==> config.mk <==
export PLATFORM = sky130hd
export DESIGN_NAME = lift_seq_ctrl
export DESIGN_NICKNAME = d
export VERILOG_FILES = /design/src/rtl/lift_pkg.sv /design/src/rtl/lift_addr_gen.sv /design/src/rtl/lift_seq_ctrl.sv
export SDC_FILE = /design/constraint.sdc
export NUM_CORES = 1
export LEC_CHECK = 0
export BUFFER_PORTS_ARGS = -buffer_cell sky130_fd_sc_hd__buf_2
export CORE_ASPECT_RATIO = 0.6
export CORE_UTILIZATION = 42
export DETAILED_ROUTE_END_ITERATION = 10
export PLACE_DENSITY = 0.64
export SETUP_SLACK_MARGIN = 0.5
export SYNTH_ARGS = -nofsm -noshare
export SYNTH_HDL_FRONTEND = slang
export SYNTH_SLANG_ARGS = --single-unit
==> constraint.sdc <==
create_clock -name clk -period 4.99 [get_ports clk]
set_input_delay 0.7485 -clock clk [delete_from_list [all_inputs] [get_ports clk]]
set_output_delay 0.7485 -clock clk [all_outputs]
set_load 0.01 [all_outputs]
==> src/rtl/lift_pkg.sv <==
// ----------------------------------------------------------------------------
// lift_pkg
//   Shared definitions for the 5/3 lifting row sequencer:
//   - default address / sample widths of the pixel RAM bank
//   - sequencer state enum (also exported on the debug state output)
//   - pass encoding: PASS_ODD (predict) = 1, PASS_EVEN (update) = 0
//   - helper returning the first pass of a run for a given direction
// ----------------------------------------------------------------------------
package lift_pkg;

   localparam int LIFT_ADDR_W = 8;   // pixel RAM address width
   localparam int LIFT_DATA_W = 17;  // sample width, data never passes here

   typedef enum logic [2:0] {
      IDLE = 3'd0,
      RD   = 3'd1,
      LAT  = 3'd2,
      CALC = 3'd3,
      WR   = 3'd4,
      FIN  = 3'd5
   } lift_state_e;

   localparam logic PASS_ODD  = 1'b1;
   localparam logic PASS_EVEN = 1'b0;

   // Forward transform predicts (odd pass) first; inverse undoes the update
   // (even pass) first.
   function automatic logic first_pass(input logic fwd);
      return fwd ? PASS_ODD : PASS_EVEN;
   endfunction

endpackage

==> src/rtl/lift_addr_gen.sv <==
// ----------------------------------------------------------------------------
// lift_addr_gen
//   Combinational neighbour address generator with symmetric extension.
//   Ports:
//     idx_i        [ADDR_W:0]   centre sample index i
//     len_i        [ADDR_W:0]   row length (already known to be 2..2**ADDR_W)
//     addr_left_o  [ADDR_W-1:0] i-1, mirrored to 1 at i=0
//     addr_sam_o   [ADDR_W-1:0] i
//     addr_right_o [ADDR_W-1:0] i+1, mirrored to i-1 when i+1 >= len
// ----------------------------------------------------------------------------
module lift_addr_gen
   import lift_pkg::*;
#(
   parameter int ADDR_W = LIFT_ADDR_W
) (
   input  logic [ADDR_W:0]   idx_i,
   input  logic [ADDR_W:0]   len_i,
   output logic [ADDR_W-1:0] addr_left_o,
   output logic [ADDR_W-1:0] addr_sam_o,
   output logic [ADDR_W-1:0] addr_right_o
);

   // i+1 is kept one bit wider so the last index of a full-size row
   // does not wrap to 0 before the mirror comparison.
   logic [ADDR_W:0]   idx_p1;
   logic [ADDR_W-1:0] idx_m1;

   assign idx_p1 = idx_i + (ADDR_W+1)'(1);
   assign idx_m1 = idx_i[ADDR_W-1:0] - ADDR_W'(1);

   always_comb begin
      addr_sam_o   = idx_i[ADDR_W-1:0];
      addr_left_o  = (idx_i == '0) ? ADDR_W'(1) : idx_m1;
      addr_right_o = (idx_p1 >= len_i) ? idx_m1 : idx_p1[ADDR_W-1:0];
   end

endmodule

==> src/rtl/lift_seq_ctrl.sv <==
// ----------------------------------------------------------------------------
// lift_seq_ctrl
//   Sequencer for one row of a 5/3 lifting step. Walks the two passes
//   (odd = predict, even = update) in direction-dependent order, 4 cycles
//   per sample: RD (addresses out) -> LAT (RAM latency) -> CALC (lift_vld)
//   -> WR (pix_we, addresses held).
//
//   Optional build macro: LIFT_PERF_CNT_EN adds perf_cycles[15:0], a
//   saturating count of busy cycles of the current/last run.
//
//   Ports:
//     clk, rst_n             clock, asynchronous active-low reset
//     start                  1-cycle run request, honoured in IDLE only
//     fwd_inv                1=forward, 0=inverse, latched on start
//     row_len [ADDR_W:0]     samples in the row, latched on start
//     abort                  synchronous cancel, back to IDLE next cycle
//     addr_left/sam/right    RAM addresses for the current sample
//     pix_even_odd           current pass (1=odd, 0=even)
//     pix_fwd_inv            latched direction
//     lift_vld               datapath operands valid
//     pix_we                 write lifted result to addr_sam
//     busy, done, err        run status; err pulses with done on a bad length
//     dbg_state_o            current sequencer state
//     perf_cycles [15:0]     only with LIFT_PERF_CNT_EN
//
//   Handshake: start is a single-cycle request with no ready; it is accepted
//   only when the sequencer is in IDLE and is dropped otherwise. done (with
//   err) is a single-cycle pulse with no back-pressure.
// ----------------------------------------------------------------------------
module lift_seq_ctrl
   import lift_pkg::*;
#(
   parameter int ADDR_W = LIFT_ADDR_W
) (
   input  logic              clk,
   input  logic              rst_n,
   input  logic              start,
   input  logic              fwd_inv,
   input  logic [ADDR_W:0]   row_len,
   input  logic              abort,
   output logic [ADDR_W-1:0] addr_left,
   output logic [ADDR_W-1:0] addr_sam,
   output logic [ADDR_W-1:0] addr_right,
   output logic              pix_even_odd,
   output logic              pix_fwd_inv,
   output logic              lift_vld,
   output logic              pix_we,
   output logic              busy,
   output logic              done,
   output logic              err,
   output lift_state_e       dbg_state_o
`ifdef LIFT_PERF_CNT_EN
   ,
   output logic [15:0]       perf_cycles
`endif
);

   localparam logic [ADDR_W+1:0] MAX_LEN = (ADDR_W+2)'(1) << ADDR_W;

   lift_state_e     state_q, state_d;
   logic [ADDR_W:0] idx_q, idx_d;
   logic [ADDR_W:0] len_q, len_d;
   logic            pass_q, pass_d;
   logic            fwd_q, fwd_d;
   logic            second_q, second_d;  // currently in the second pass
   logic            err_q, err_d;        // run was rejected for its length

   logic            start_acc;
   logic            len_bad;
   logic            next_pass;
   logic            first_p;
   logic [ADDR_W:0] idx_next;

   logic [ADDR_W-1:0] gen_left, gen_sam, gen_right;

   assign start_acc = (state_q == IDLE) && start;
   assign len_bad   = (row_len < (ADDR_W+1)'(2)) || ({1'b0, row_len} > MAX_LEN);
   assign next_pass = ~pass_q;
   assign first_p   = first_pass(fwd_inv);
   assign idx_next  = idx_q + (ADDR_W+1)'(2);

   always_comb begin
      state_d  = state_q;
      idx_d    = idx_q;
      len_d    = len_q;
      pass_d   = pass_q;
      fwd_d    = fwd_q;
      second_d = second_q;
      err_d    = err_q;
      lift_vld = 1'b0;
      pix_we   = 1'b0;
      busy     = 1'b0;
      done     = 1'b0;
      err      = 1'b0;

      case (state_q)
         IDLE: begin
            if (start) begin
               fwd_d = fwd_inv;
               len_d = row_len;
               if (len_bad) begin
                  err_d   = 1'b1;
                  state_d = FIN;
               end else begin
                  err_d    = 1'b0;
                  pass_d   = first_p;
                  // odd pass starts at index 1, even pass at 0
                  idx_d    = {{ADDR_W{1'b0}}, first_p};
                  second_d = 1'b0;
                  state_d  = RD;
               end
            end
         end
         RD: begin
            busy    = 1'b1;
            state_d = LAT;
         end
         LAT: begin
            busy    = 1'b1;
            state_d = CALC;
         end
         CALC: begin
            busy     = 1'b1;
            lift_vld = 1'b1;
            state_d  = WR;
         end
         WR: begin
            busy   = 1'b1;
            pix_we = 1'b1;
            if (idx_next < len_q) begin
               idx_d   = idx_next;
               state_d = RD;
            end else if (!second_q) begin
               // the next pass follows immediately with no gap cycle
               second_d = 1'b1;
               pass_d   = next_pass;
               idx_d    = {{ADDR_W{1'b0}}, next_pass};
               state_d  = RD;
            end else begin
               state_d = FIN;
            end
         end
         FIN: begin
            done    = 1'b1;
            err     = err_q;
            state_d = IDLE;
         end
         default: state_d = IDLE;
      endcase

      if (abort && (state_q != IDLE)) begin
         state_d = IDLE;
         pix_we  = 1'b0;
         done    = 1'b0;
         err     = 1'b0;
      end
   end

   always_ff @(posedge clk or negedge rst_n) begin
      if (!rst_n) begin
         state_q  <= IDLE;
         idx_q    <= '0;
         len_q    <= '0;
         pass_q   <= PASS_EVEN;
         fwd_q    <= 1'b0;
         second_q <= 1'b0;
         err_q    <= 1'b0;
      end else begin
         state_q  <= state_d;
         idx_q    <= idx_d;
         len_q    <= len_d;
         pass_q   <= pass_d;
         fwd_q    <= fwd_d;
         second_q <= second_d;
         err_q    <= err_d;
      end
   end

   lift_addr_gen #(.ADDR_W(ADDR_W)) u_addr_gen (
      .idx_i        (idx_q),
      .len_i        (len_q),
      .addr_left_o  (gen_left),
      .addr_sam_o   (gen_sam),
      .addr_right_o (gen_right)
   );

   // Addresses read as 0 outside a run so idle/reset values are clean.
   assign addr_left    = busy ? gen_left  : '0;
   assign addr_sam     = busy ? gen_sam   : '0;
   assign addr_right   = busy ? gen_right : '0;
   assign pix_even_odd = pass_q;
   assign pix_fwd_inv  = fwd_q;
   assign dbg_state_o  = state_q;

`ifdef LIFT_PERF_CNT_EN
   logic [15:0] perf_q, perf_d;

   always_comb begin
      perf_d = perf_q;
      if (start_acc) begin
         perf_d = '0;
      end else if (busy && (perf_q != 16'hFFFF)) begin
         perf_d = perf_q + 16'd1;
      end
   end

   always_ff @(posedge clk or negedge rst_n) begin
      if (!rst_n) begin
         perf_q <= '0;
      end else begin
         perf_q <= perf_d;
      end
   end

   assign perf_cycles = perf_q;
`else
   logic unused_start_acc;
   assign unused_start_acc = start_acc;
`endif

endmodule

# After elaboration in Yosys (flattened, before gate mapping)

Cells that the tools add are included.

Multiplexer cells: 35
Reduce and logical (&&, ||, !) cells: 11
Equal/unequal tests: 11
$lt $le $gt $ge: 4
Bitwise operators: 1
Add/subtract/negate cells: 3

Operator list:

| cell                  | count |
|---|---|
| $mux W8               | 5 |
| $mux W9               | 4 |
| $pmux W9 S2           | 1 |
| $mux W1               | 17 |
| $mux W3               | 5 |
| $pmux W3 S5           | 1 |
| $add A9 B1 Y9 const B | 1 |
| $add A9 B2 Y9 const B | 1 |
| $ge A9 B9 Y1          | 1 |
| $gt A9 B9 Y1 const B  | 1 |
| $logic_not A9 Y1      | 1 |
| $lt A9 B2 Y1 const B  | 1 |
| $lt A9 B9 Y1          | 1 |
| $ne A2 B2 Y1 const B  | 4 |
| $reduce_and A4 Y1     | 2 |
| $sub A8 B1 Y8 const B | 1 |
| $eq A3 B2 Y1 const B  | 2 |
| $eq A3 B3 Y1 const B  | 2 |
| $reduce_and A5 Y1     | 1 |
| $pmux W1 S2           | 2 |
| $reduce_or A4 Y1      | 1 |
| $eq A3 B1 Y1 const B  | 1 |
| $logic_not A3 Y1      | 1 |
| $ne A3 B2 Y1 const B  | 1 |
| other kinds (7)       | 7 |

Input bits: 14
Word-level logic and storage cells: 72
Output and inout bits: 34
Register bits: 25

# Logic depth before layout (Yosys ltp)

Word-level depth: 6
Depth in mapped cells: 12
Depth with buffers taken out: 11

# Modules after synthesis

Synthesis repeated with hierarchy kept, for this count alone.

Cell total of the unflattened synthesis: 292
Area total of the unflattened synthesis: 2,402.3 um^2

By module, submodules not included:

| module        | area each (um^2) | sequential area each (um^2) | cells each | instances |
|---|---|---|---|---|
| lift_seq_ctrl | 1,635.3          | 625.6                       | 181        | 1 |
| lift_addr_gen | 767.0            | 0.0                         | 111        | 1 |

# Worst setup path after synthesis

OpenSTA, ideal clock, no wires.

Path kind: register to output
Start point: register idx_q[2]
End point: output port addr_right[4]
Buffers on the path: 1
Data arrival time: 2,575 ps
Stages on the path, launching flop included: 13
Setup slack: 1,666 ps
Required time: 4,242 ps
Path through: dfrtp_1 > ha_1 > nand3_1 > or3_1 > xnor2_1 > ha_1 > a21oi_1 > o211ai_1 > a2bb2oi_1 > buf_2 > mux2i_1 > xnor2_1 > nor2_1

Word-level cells in the longest chain between the ends: 4
Elaborated cells between the ends (all ways): 5
Those cells by class: 2 x add/sub; 1 x order compare; 2 x mux

RTL lines:

| element                | line                 | RTL |
|---|---|---|
| start, declared        | lift_seq_ctrl.sv:61  | `logic [ADDR_W:0] idx_q, idx_d;` |
| start signal, assigned | lift_seq_ctrl.sv:170 | `idx_q <= idx_d;` |
| $add A9 B1 Y9          | lift_addr_gen.sv:28  | `assign idx_p1 = idx_i + (ADDR_W+1)'(1);` |
| $ge A9 B9 Y1           | lift_addr_gen.sv:34  | `addr_right_o = (idx_p1 >= len_i) ? idx_m1 : idx_p1[ADDR_W-1:0];` |
| $mux W8 (*)            | lift_addr_gen.sv:34  |  |
| $mux W8 (*)            | lift_seq_ctrl.sv:190 | `assign addr_right = busy ? gen_right : '0;` |
| end, declared          | lift_seq_ctrl.sv:43  | `output logic [ADDR_W-1:0] addr_right,` |

Every way passes the cells marked *; elsewhere a longest branch is shown, timed or not.

# Worst setup path after layout

Start point: register idx_q[2]
End point: output port addr_right[2]

Same word-level chain as after synthesis.

==> flow_summary.ini <==
[yosys]
yosysSeqAreaShare_pct = 29.3
synth.top_cell.area_share_pct = 29.3
synth.distinct_cells = 44
synth_area_um2 = 2130
synth.avg_cell_area_um2 = 8.09
yosys_warnings = 0
yosys-top-cells-area = dfrtp_1, ha_1, xnor2_1, nor2_1, nand2_1
synth_top_flop_cell = dfrtp_1
synth-edff-count = 0
ys_ff_latch = 25
synthCells = 264
synth_top_area_cell = dfrtp_1
synthesis.nets = 302
async_reset_ff_share_pct = 100

[clock_tree]
cts_made_buffers = 3
cts_tree = yes
cts_resized = 0
hold_buffers = 0
path_clk_slew_ns = 0.09
cts_setup_buffers = 0
clock_latency_ns = 0.27
cts_root_buf = clkbuf_8
clock_path_buffers = 2
cts-htree-levels = 1
clkSinkCount = 25

[die]
start_util_pct = 45.1
chipHeight_um = 57.2
die_area_um2 = 5380
rows = 19
pin_count = 48
core_area_um2 = 4730
fp.dieW_um = 94.0

[critical_path]
path_cells = ha_1 > nand3_1 > or3_1 > xnor2_1 > ha_1 > a21oi_1 > o211ai_1 > a2bb2oi_2 > mux2i_1 > xnor2_1 > nor2_1 > buf_2
r2r.worst_path.cells = 11
crit_fanout = 11
worstSetupStartpointType = register
path_class = register to output pin
arrival_ns = 3.44
timing.rr.start = idx_q[2]
regToRegEndpoint = idx_q[0]
cpPeakStageDelay_ns = 0.50
critical_path_required_ns = 4.24
cp_slowest_cell = dfrtp_1
rrSetupSlack_ns = 2.04
crit_path_end_kind = output pin

[grt]
grt_pass1_vias = 1685
grt_pass1_wl_um = 8790
antenna_found_initial = 0
grt_max_degree = 26
grt_use_total_pct = 21.2
overflow = 0

[layout]
fin_nets = 345
diodes = 0
drive_above_1_share_pct = 19.9
fin_cells = 369
area_delta_synth_final_pct = 14.7

[detailed_routing]
drc_errors = 0
routed_wl_um = 5240
first_pass_iters = 4
drt.antenna.violating_nets = 0
wl_met1_um = 2880
routed_via_density = 5.27
drt-initial-drc-count = 108
routed-wl-met3_um = 357
routedWlPerCell_um = 14.2
vias = 1945
met2_length_um = 1990
route.top_layer_used = met4

[pwr]
static-leakage-power_nw = 1.23
power_density_nw_per_um2 = 532
ir_drop_v = 0.000277
p_total_mw = 1.30

[placement]
port_buffers = 47
dpl.hpwl_um = 4160
placed_cells = 365
dp_slack_ns = 0.869
place_congestion = 0.867

[sta]
relSlewSlack_pct = 27.8
finalSetupViolations = 0
clock_skew_ns = 0.00130
fin_setup_tns_ns = 0
hold_violations = 0
fmax_mhz = 239
fin_crit_sh_pct = 84.0
setup_slack_ns = 0.800
rsz0062_at_grt = no
slew_violations = 0
post-route-min-period_ns = 4.19
fin_hold_ws_ns = 0.457
max_slew.worst_pin.slew_ns = 1.08

[flow_run]
maxCapViolCount = 0

[worst_hold_path]
hp-class = primary input to async pin

[run_status]
status = finished, final reports clean
[power by group]
group          internal, mW  switching [mW]  total, mW  leakage [nW]
Combinational         0.322           0.510      0.832         0.882
Sequential            0.268          0.0764      0.344         0.321
Clock                0.0561          0.0695      0.126        0.0255
[cells in the final DEF (no fill, tap or decap), types with 2 or more instances in the layout]
| cell type | count |
|---|---|
| nand2b_1 | 3 |
| o21ai_1 | 3 |
| buf_2 | 47 |
| a21oi_1 | 10 |
| clkbuf_8 | 3 |
| inv_1 | 19 |
| o211ai_1 | 3 |
| xnor2_1 | 16 |
| o21ai_0 | 15 |
| nor4_1 | 4 |
| xor2_1 | 5 |
| o22ai_1 | 2 |
| a211oi_1 | 6 |
| ha_1 | 24 |
| and2_1 | 5 |
| nand3_1 | 9 |
| dfrtp_1 | 25 |
| or2_2 | 2 |
| mux2i_1 | 3 |
| nor2_1 | 36 |
| a21o_1 | 2 |
| nand2_1 | 34 |
| or3_1 | 2 |
| o2bb2ai_1 | 2 |
| nand4_1 | 4 |
| nor3_1 | 3 |
[critical path, delay by kind of cell (launching register included)]
kind                     cells  cell delay, ns
AO/OA/AOI/OAI                3            0.67
AND/OR/NAND/NOR              3            0.64
adder cells (fa/ha/maj)      2            0.51
flip-flops                   1            0.50
XOR/XNOR                     2            0.39
multiplexers                 1            0.32
buffers and inverters        1            0.14
[area by class of cell]
class | instances | area, um^2
timing repair buffer | 48 | 243
multi-input combinational | 210 | 1380
fill | 495 | 2280
inverter | 19 | 71.3
tap | 63 | 78.8
clock buffer | 3 | 41.3
clock inverter | 1 | 5.00
sequential | 25 | 626
[cell usage after synthesis, types with 2 or more instances]
cell,n
a211oi_1,6
a21o_1,2
a21oi_1,10
and2_1,5
buf_2,2
buf_6,3
clkbuf_1,4
dfrtp_1,25
ha_1,24
inv_1,19
mux2i_1,3
nand2_1,34
nand2b_1,3
nand3_1,9
nand4_1,4
nor2_1,36
nor3_1,4
nor4_1,4
o211ai_1,3
o21ai_0,15
o21ai_1,3
o22ai_1,2
o2bb2ai_1,2
or2_2,2
or3_1,2
xnor2_1,16
xor2_1,5
[registers in the layout (all words and copies together), names as in the netlist]
register      count
len_q             9
idx_q             9
pix_even_odd      1
err_q             1
pix_fwd_inv       1
dbg_state_o       3
second_q          1
[stage by stage]
stage,util [%],area [um^2]
2_1_floorplan,-,2130
3_3_place_gp,50.6,2390
3_5_place_dp,50.6,2390
4_1_cts,51.6,2440
5_1_grt,51.7,2450
6_report,51.7,2450
[worst max-delay path by stage]
| stage | startpoint | endpoint | slack [ns] |
|---|---|---|---|
| after CTS | idx_q[2] | addr_right[2] | 0.54 |
| after global placement | idx_q[2] | addr_right[2] | 0.98 |
| after global routing | idx_q[1] | addr_right[2] | 0.56 |
| after detailed placement | idx_q[2] | addr_right[2] | 0.87 |
| final | idx_q[2] | addr_right[2] | 0.80 |
| after floorplan | idx_q[2] | addr_right[4] | 1.67 |
[cell families after synthesis]
kind of cell / count (synthesis) / synth area share [%]
flip-flops: 25 / 29.3
AO/OA/AOI/OAI: 52 / 15.4
XOR/XNOR: 21 / 8.62
adder cells (fa/ha/maj): 24 / 14.1
AND/OR/NAND/NOR: 109 / 24.2
multiplexers: 4 / 1.93
buffers and inverters: 29 / 6.45
[per-layer routing]
metal | global-route usage, % | vias up
li1 | - | 992
met2 | 27.2 | 67
met4 | 2.64 | 0
met5 | 0 | -
met1 | 36.4 | 882
met3 | 3.33 | 4
No activity file was read; power rests on OpenSTA's default activity.
